**config.mk**
```make
export PLATFORM = sky130hd
export DESIGN_NAME = mem_wb_ctrl
export DESIGN_NICKNAME = d
export VERILOG_FILES = /design/src/rtl/mem_wb_ctrl_pkg.sv /design/src/rtl/mem_wb_ctrl_lane_pick.sv /design/src/rtl/mem_wb_ctrl.sv
export SDC_FILE = /design/constraint.sdc
export NUM_CORES = 1
export LEC_CHECK = 0
export ABC_CLOCK_PERIOD_IN_PS = 1950
export BUFFER_PORTS_ARGS = -buffer_cell sky130_fd_sc_hd__buf_4
export CAP_MARGIN = 25
export CORE_ASPECT_RATIO = 0.8
export CORE_MARGIN = 4
export CORE_UTILIZATION = 30
export CTS_CLUSTER_SIZE = 30
export DETAILED_ROUTE_END_ITERATION = 7
export GPL_ROUTABILITY_DRIVEN = 0
export SYNTH_ARGS = -nofsm -noshare
export SYNTH_HDL_FRONTEND = slang
export SYNTH_SLANG_ARGS = --single-unit
```
**constraint.sdc**
```tcl
create_clock -name clk -period 1.95 [get_ports clk]
set_clock_uncertainty 0.05 [all_clocks]
set_input_delay 0.195 -clock clk [delete_from_list [all_inputs] [get_ports clk]]
set_output_delay 0.195 -clock clk [all_outputs]
set_load 0.03 [all_outputs]
```
**src/rtl/mem_wb_ctrl_pkg.sv**
```systemverilog
// Shared types and constants for the Wishbone-to-byte-memory controller.
// Lane L of the 32-bit bus maps to byte offset 3-L (big-endian).
package mem_wb_ctrl_pkg;

    localparam int AW_DEF   = 14;
    localparam int MEM_SIZE = 1 << AW_DEF;

    typedef enum logic [1:0] {
        S_IDLE  = 2'd0,
        S_ISSUE = 2'd1,
        S_WAIT  = 2'd2,
        S_TERM  = 2'd3
    } state_t;

    function automatic logic [1:0] lane_off(input logic [1:0] lane);
        return 2'd3 - lane;
    endfunction

endpackage

```
**src/rtl/mem_wb_ctrl_lane_pick.sv**
```systemverilog
// Priority encoder: picks the highest pending byte lane and
// returns the mask with that lane cleared.
module mem_lane_pick (
    input  logic [3:0] i_mask,
    output logic [1:0] o_lane,
    output logic       o_vld,
    output logic [3:0] o_rest
);

    always_comb begin
        o_lane = 2'd0;
        if (i_mask[3])
            o_lane = 2'd3;
        else if (i_mask[2])
            o_lane = 2'd2;
        else if (i_mask[1])
            o_lane = 2'd1;
    end

    assign o_vld  = |i_mask;
    assign o_rest = i_mask & ~(4'b0001 << o_lane);

endmodule

```
**src/rtl/mem_wb_ctrl.sv**
```systemverilog
// Wishbone slave that splits word/half/byte accesses into
// sequential byte accesses on a 1-cycle-latency byte memory.
module mem_wb_ctrl
    import mem_wb_ctrl_pkg::*;
#(
    parameter int AW = AW_DEF
) (
    input  logic          clk,
    input  logic          rst,
    input  logic          wb_cyc_i,
    input  logic          wb_stb_i,
    input  logic          wb_we_i,
    input  logic [31:0]   wb_adr_i,
    input  logic [3:0]    wb_sel_i,
    input  logic [31:0]   wb_dat_i,
    output logic [31:0]   wb_dat_o,
    output logic          wb_ack_o,
    output logic          wb_err_o,
    output logic [AW-1:0] mem_adr,
    output logic [7:0]    mem_dat_o,
    input  logic [7:0]    mem_dat_i,
    output logic          mem_en,
    output logic          mem_we
);

    state_t        r_state;
    state_t        w_next;
    logic [AW-3:0] r_word;
    logic [3:0]    r_pend;
    logic          r_we;
    logic          r_err;
    logic [31:0]   r_dat;
    logic [31:0]   r_rdat;
    logic          r_cap_vld;
    logic [1:0]    r_cap_lane;

    logic [1:0]    w_lane;
    logic          w_vld;
    logic [3:0]    w_rest;
    logic          w_req;
    logic          w_adr_err;
    logic [7:0]    w_byte;
    logic          w_unused;

    assign w_req     = wb_cyc_i && wb_stb_i;
    assign w_adr_err = |wb_adr_i[31:AW];
    assign w_unused  = ^wb_adr_i[1:0];

    mem_lane_pick u_pick (
        .i_mask (r_pend),
        .o_lane (w_lane),
        .o_vld  (w_vld),
        .o_rest (w_rest)
    );

    always_ff @(posedge clk or negedge rst) begin
        if (!rst)
            r_state <= S_IDLE;
        else
            r_state <= w_next;
    end

    always_comb begin
        w_next = r_state;
        unique case (r_state)
            S_IDLE: begin
                if (w_req)
                    w_next = (w_adr_err || wb_sel_i == 4'd0) ?
                             S_TERM : S_ISSUE;
            end
            S_ISSUE: begin
                if (!wb_cyc_i)
                    w_next = S_IDLE;
                else if (w_rest == 4'd0)
                    w_next = r_we ? S_TERM : S_WAIT;
            end
            S_WAIT:  w_next = wb_cyc_i ? S_TERM : S_IDLE;
            S_TERM:  w_next = S_IDLE;
            default: w_next = S_IDLE;
        endcase
    end

    always_comb begin
        w_byte = r_dat[7:0];
        unique case (w_lane)
            2'd3:    w_byte = r_dat[31:24];
            2'd2:    w_byte = r_dat[23:16];
            2'd1:    w_byte = r_dat[15:8];
            default: w_byte = r_dat[7:0];
        endcase
    end

    always_comb begin
        mem_en    = (r_state == S_ISSUE) && w_vld;
        mem_we    = mem_en && r_we;
        mem_adr   = '0;
        mem_dat_o = 8'd0;
        if (mem_en) begin
            mem_adr   = {r_word, lane_off(w_lane)};
            mem_dat_o = w_byte;
        end
        wb_ack_o  = (r_state == S_TERM) && !r_err;
        wb_err_o  = (r_state == S_TERM) && r_err;
        wb_dat_o  = r_rdat;
    end

    // Read bytes arrive one cycle after issue, overlapping the next issue.
    always_ff @(posedge clk or negedge rst) begin
        if (!rst) begin
            r_word     <= '0;
            r_pend     <= 4'd0;
            r_we       <= 1'b0;
            r_err      <= 1'b0;
            r_dat      <= 32'd0;
            r_rdat     <= 32'd0;
            r_cap_vld  <= 1'b0;
            r_cap_lane <= 2'd0;
        end else begin
            r_cap_vld <= 1'b0;
            if (r_state == S_IDLE && w_req) begin
                r_word <= wb_adr_i[AW-1:2];
                r_pend <= wb_sel_i;
                r_we   <= wb_we_i;
                r_dat  <= wb_dat_i;
                r_err  <= w_adr_err;
                if (!wb_we_i && !w_adr_err && wb_sel_i != 4'd0)
                    r_rdat <= 32'd0;
            end
            if (r_state == S_ISSUE) begin
                r_pend     <= w_rest;
                r_cap_vld  <= !r_we && wb_cyc_i;
                r_cap_lane <= w_lane;
            end
            if (r_cap_vld &&
                (r_state == S_ISSUE || r_state == S_WAIT)) begin
                for (int i = 0; i < 4; i++)
                    if (r_cap_lane == i[1:0])
                        r_rdat[8*i +: 8] <= mem_dat_i;
            end
        end
    end

endmodule

```
* Word-level counts from Yosys, hierarchy flattened
Index checks and enable logic that the tools add are counted.
Widths: inputs -> output; s select.
** Operators by class
- Multiplexer cells :: 23
- Bitwise gates (word level) :: 2
- Shifts and indexed selects :: 1
- Reduce and logical (&&, ||, !) cells :: 25
- Multiply operators :: 0
- Div/mod/pow operators :: 0
- Add/sub/neg operators :: 1
- $lt $le $gt $ge :: 0
- Equality and inequality tests :: 11
** Operators by type and width (number)
- $mux 32 :: 3
- $mux 8 :: 5
- $pmux 8 s3 :: 1
- $reduce_or 18->1 :: 1
- $mux 14 :: 1
- $mux 2 :: 7
- $eq 2x2->1 const B :: 6
- $logic_and 1x1->1 :: 10
- $logic_not 4->1 :: 2
- $mux 4 :: 2
- $pmux 2 s4 :: 1
- $eq 2x1->1 const B :: 3
- $and 4x4->4 :: 1
- $logic_not 1->1 :: 4
- $logic_not 2->1 :: 2
- $not 4->4 :: 1
- $reduce_bool 4->1 :: 1
- $reduce_or 4->1 :: 1
- $shl 1x2->4 const A :: 1
- $mux 1 :: 3
- $ne 3x3->1 const B :: 1
- $logic_or 1x1->1 :: 2
- $ne 2x2->1 const B :: 1
- $reduce_and 2->1 :: 1
- 2 further kinds :: 2
** Word-level totals
- Memories kept :: 0
- Latch bits :: 0
- ROM bits :: 0
- Bits of input ports :: 81
- RAM bits :: 0
- Word-level logic and storage cells :: 72
- Flip-flop bits (word level) :: 87

* Depth between registers and ports, before layout
- Depth after elaboration :: 10
- Mapped depth :: 7
- Mapped depth without buffers :: 6

* Cells and area by module
Synthesis repeated with hierarchy kept, for this count alone.
** Unflattened totals
- Cells, all modules :: 352
- Area total of the unflattened synthesis :: 3968.8 µm²
** Modules (own cells, without submodules)
- mem_wb_ctrl :: seq. area each 2177.1 µm², cells each 343, area an instance 3908.7 µm², instances 1
- mem_lane_pick :: seq. area each 0.0 µm², cells each 9, area an instance 60.1 µm², instances 1

* Worst setup path before layout
No wires, ideal clock.
- Kind :: register -> output
- Start :: register r_state[1]
- End :: output mem_dat_o[0]
- Data arrival time :: 1.740 ns
- Slack :: -0.035 ns
- Required time :: 1.705 ns
- Stages on the path, launching flop included :: 6
- Path buffers :: 1
- Cells stage by stage :: dfrtp_1 > inv_1 > ha_1 > clkbuf_1 > o21ai_4 > nor3_1
** On the way
- Cells in the longest elaborated chain, start to end :: 3
** RTL lines
- start, declared :: RTL line mem_wb_ctrl.sv:26 : state_t r_state;
- start signal, assigned :: RTL line mem_wb_ctrl.sv:60 : r_state <= w_next;
- $eq 2x1->1 :: RTL line mem_wb_ctrl.sv:94 : mem_en = (r_state == S_ISSUE) && w_vld;
- $logic_and 1x1->1 :: RTL line mem_wb_ctrl.sv:94
- $mux 8 :: RTL line mem_wb_ctrl.sv:98 : if (mem_en) begin
- end, declared :: RTL line mem_wb_ctrl.sv:20 : output logic [7:0] mem_dat_o,
Every way passes these cells.

* Worst setup path in the final report
- Start :: register r_pend[3]
- End :: output mem_adr[13]
** On the way
- Cells in the longest elaborated chain, start to end :: 3
** RTL lines
- start, declared :: RTL line mem_wb_ctrl.sv:29 : logic [3:0] r_pend;
- start signal, assigned :: RTL line mem_wb_ctrl.sv:122 : r_pend <= wb_sel_i;
- start signal, assigned :: RTL line mem_wb_ctrl.sv:130 : r_pend <= w_rest;
- $reduce_or 4->1 :: RTL line mem_wb_ctrl_lane_pick.sv:20 : assign o_vld = |i_mask;
- $logic_and 1x1->1 :: RTL line mem_wb_ctrl.sv:94
- $mux 14 :: RTL line mem_wb_ctrl.sv:98
- end, declared :: RTL line mem_wb_ctrl.sv:19 : output logic [AW-1:0] mem_adr,
Every way passes these cells.

==> impl_metrics.yaml <==
synthesis:
  synthMostInstantiatedCell: "dfrtp_1"
  ys_seq_area_frac: 0.5498
  netlist-cell-type-count: 36
  synth_largest_type_area_fraction: 0.5498
  synth_flop_cell: "dfrtp_1"
  async_reset_ff_frac: 1.000
  count_of_flip_flops_with_a_built_in_enable_after_synthesis: 0
  netlist.top_cell.by_area: "dfrtp_1"
  synthTopCellsByCount: "87 x dfrtp_1, 72 x nand2_1, 45 x mux2_2"
  netlist_area_pre_place_um2: 3960
  synth.avg_cell_area_um2: 10.65
  synthCells: 372
  yosys_register_bits: 87
  synthesis.yosys.warnings: 0
  yosys-top-cells-area: "dfrtp_1 55%, mux2_2 13%, nand2_1 6.8%"
  syn_nets: 457
worst_setup_path:
  critical_path.endpoint_type: "output port"
  critical_path_required_ns: 1.70
  path_max_fanout: 14
  worstSetupPathType: "reg2out"
  critical_path.startpoint_type: "flip-flop"
  cp_data_arrival_time_ns: 1.74
timing:
  fin_crit_sh: 1.020
  worstMarginPinSlew_ns: 0.5609
  setup-violations-final: 22
  final_max_slew_viol_count: 0
  max_freq_mhz: 502.5
  tns_ns: -0.6376
  unrepaired_setup_endpoints_after_global_routing: "true"
  final.min_clock_period_ns: 1.990
  final_hold_viol_count: 0
  layout_setup_ws_ns: -0.03992
  timing.slew.headroom: 0.6260
floorplan:
  chipWidth_um: 136.5
  design.portCount: 139
  rows: 37
  floorplan.initialDensity: 0.3077
  core-area_um2: 12870
  floorplan_die_height_um: 110.8
  die-area_um2: 15110
route:
  routedWlPerCell_um: 16.31
  detailedRoute.firstPassIterationCount: 6
  drt-initial-drc-count: 146
  routed_wl_mm: 11.42
  vias: 3314
  postRouteAntennaNets: 0
  routed_via_density: 4.734
  drc: 0
layout:
  final_layout_size_suffix_gt1_frac: 0.4762
  regArea_um2: 2177
  area_delta_synth_final_pct: 47.65
  utilization: 0.4543
  design.final.nets: 606
  ant_diodes: 0
  fillers: 1268
  multiInputGateArea_um2: 1749
clock_tree:
  cts_htree_levels: 3
  cts_tree: "yes"
  root_buffer_master: "clkbuf_16"
  numClockSinks: 87
  ctsLongestPathBuffers: 2
  later_pin_clock_latency_in_the_skew_report_ns: 0.33
  cts-buffers-inserted: 9
  clk_transition_reported_paths_ns: 0.06
grt:
  global_route.overflow_total: 0
  pin_count_of_the_biggest_net_entering_global_routing: 42
  initial_antenna_violation_count: 0
  global_route_wire_length_before_repair_mm: 18.10
  first_global_vias: 3474
  global_router_s_overall_resource_usage: 0.1498
job:
  maxcap_viol_count: 0
worst_hold_path:
  worst_hold_path_type: "in2reg"
status:
  violated_checks: "setup timing"
  run_status: "complete, but fails checks"
pwr:
  max-vdd-ir-drop_mv: 0.4888
  finalPower_mw: 9.418
  power.static_leakage_nw: 2.724
  p_per_area_nw_per_um2: 1611
placement:
  port_buffers: 136
  place.detailed.hpwl_mm: 8.249
[power breakdown]
group | switching, mW | leakage, nW | total, mW | internal [mW]
Sequential | 0.521 | 0.994 | 3.18 | 2.66
Clock | 0.672 | 0.155 | 1.82 | 1.15
Combinational | 2.47 | 1.57 | 4.42 | 1.95
Total | 3.66 | 2.72 | 9.42 | 5.76
[state kept, by name (all words and copies together), names as in the netlist, 2 cells and up]
| register | count |
|---|---|
| r_cap_lane | 2 |
| r_word | 12 |
| r_dat | 32 |
| wb_dat_o | 32 |
| r_state | 2 |
| r_pend | 4 |
[worst max-delay path, stage by stage (launching register included)]
cell	delay, ns
dfrtp_1	0.39
or3_4	0.41
o21ai_4	0.20
inv_4	0.11
and2_1	0.18
buf_6	0.13
[layer usage]
| metal | routed length (um) | part of all wire | track usage | vias to the layer above |
|---|---|---|---|---|
| met5 | 0 | 0 | 0 | - |
| met4 | 187 | 0.016 | 0.04768 | 0 |
| met3 | 658 | 0.058 | 0.03539 | 13 |
| met2 | 5471 | 0.48 | 0.2405 | 91 |
| met1 | 5098 | 0.45 | 0.1994 | 1624 |
| li1 | - | - | - | 1586 |
[cell type report]
class                      instances  area share
inverter                          14     0.01006
tap                              175     0.03745
multi-input combinational        251      0.2992
timing repair buffer             158      0.2275
sequential                        87      0.3724
clock inverter                     4     0.01198
clock buffer                      11     0.04152
[worst paths after layout]
path	startpoint	endpoint	slack, ns	cells after the start
max	r_pend[3]$_DFFE_PN0P_	mem_adr[13]	-0.04	5
min	wb_dat_i[2]	r_dat[2]$_DFFE_PN0P_	0.04	2
max reg2reg	r_state[1]$_DFFE_PN0P_	wb_dat_o[12]$_DFF_PN0_	0.05	8
min reg2reg	r_word[1]$_DFFE_PN0P_	r_word[1]$_DFFE_PN0P_	0.45	1
max in group asynchronous	rst	r_word[11]$_DFFE_PN0P_	0.90	3
min in group asynchronous	rst	r_dat[4]$_DFFE_PN0P_	0.34	2
[repair_timing]
action	CTS	global route
endpoints found under the setup margin	24	56
hold endpoints to repair	39	0
gates resized for setup	20	32
setup buffers	2	3
pin swaps	1	3
hold buffers	1	0
cloned	0	3
[logic make-up after synthesis]
| logic type | count (synthesis) | share of synthesized area |
|---|---|---|
| AO/OA/AOI/OAI | 71 | 0.1046 |
| adder cells (fa/ha/maj) | 5 | 0.01517 |
| buffers and inverters | 34 | 0.03949 |
| multiplexers | 51 | 0.1431 |
| AND/OR/NAND/NOR | 124 | 0.1479 |
| flip-flops | 87 | 0.5498 |
[layout by cell type, fill, tap and decap left out, types with 2 or more instances in the layout]
| cell | instances |
|---|---|
| buf_4 | 136 |
| dfrtp_1 | 87 |
| nand2_1 | 72 |
| mux2_2 | 45 |
| o21ai_0 | 21 |
| o21ai_1 | 16 |
| buf_6 | 15 |
| a21oi_1 | 11 |
| clkbuf_16 | 11 |
| inv_1 | 10 |
| nor2_1 | 9 |
| and2_4 | 9 |
| nor3_1 | 7 |
| a211oi_1 | 7 |
| o22ai_2 | 7 |
| mux2i_1 | 6 |
| and2_1 | 5 |
| nor4_1 | 4 |
| nand3_1 | 4 |
| nor3_2 | 4 |
| buf_12 | 4 |
| inv_2 | 2 |
| or3_4 | 2 |
| or3_1 | 2 |
| o22ai_1 | 2 |
| ha_4 | 2 |
| ha_1 | 2 |
| clkinv_2 | 2 |
| bufinv_16 | 2 |
[stage by stage]
stage | setup slack, ns | instances | area (um2) | hold slack, ns
after floorplan | -0.03452 | 372 | 3960 | -0.1506
after global placement | 0.1385 | 676 | 5239 | 0.1657
after detailed placement | 0.04620 | 676 | 5239 | 0.1716
after CTS | -0.07437 | 694 | 5660 | 0.03546
after global routing | -0.1360 | 700 | 5847 | 0.03058
final | -0.03992 | 700 | 5847 | 0.04392
(Power assumes the default switching activity.)
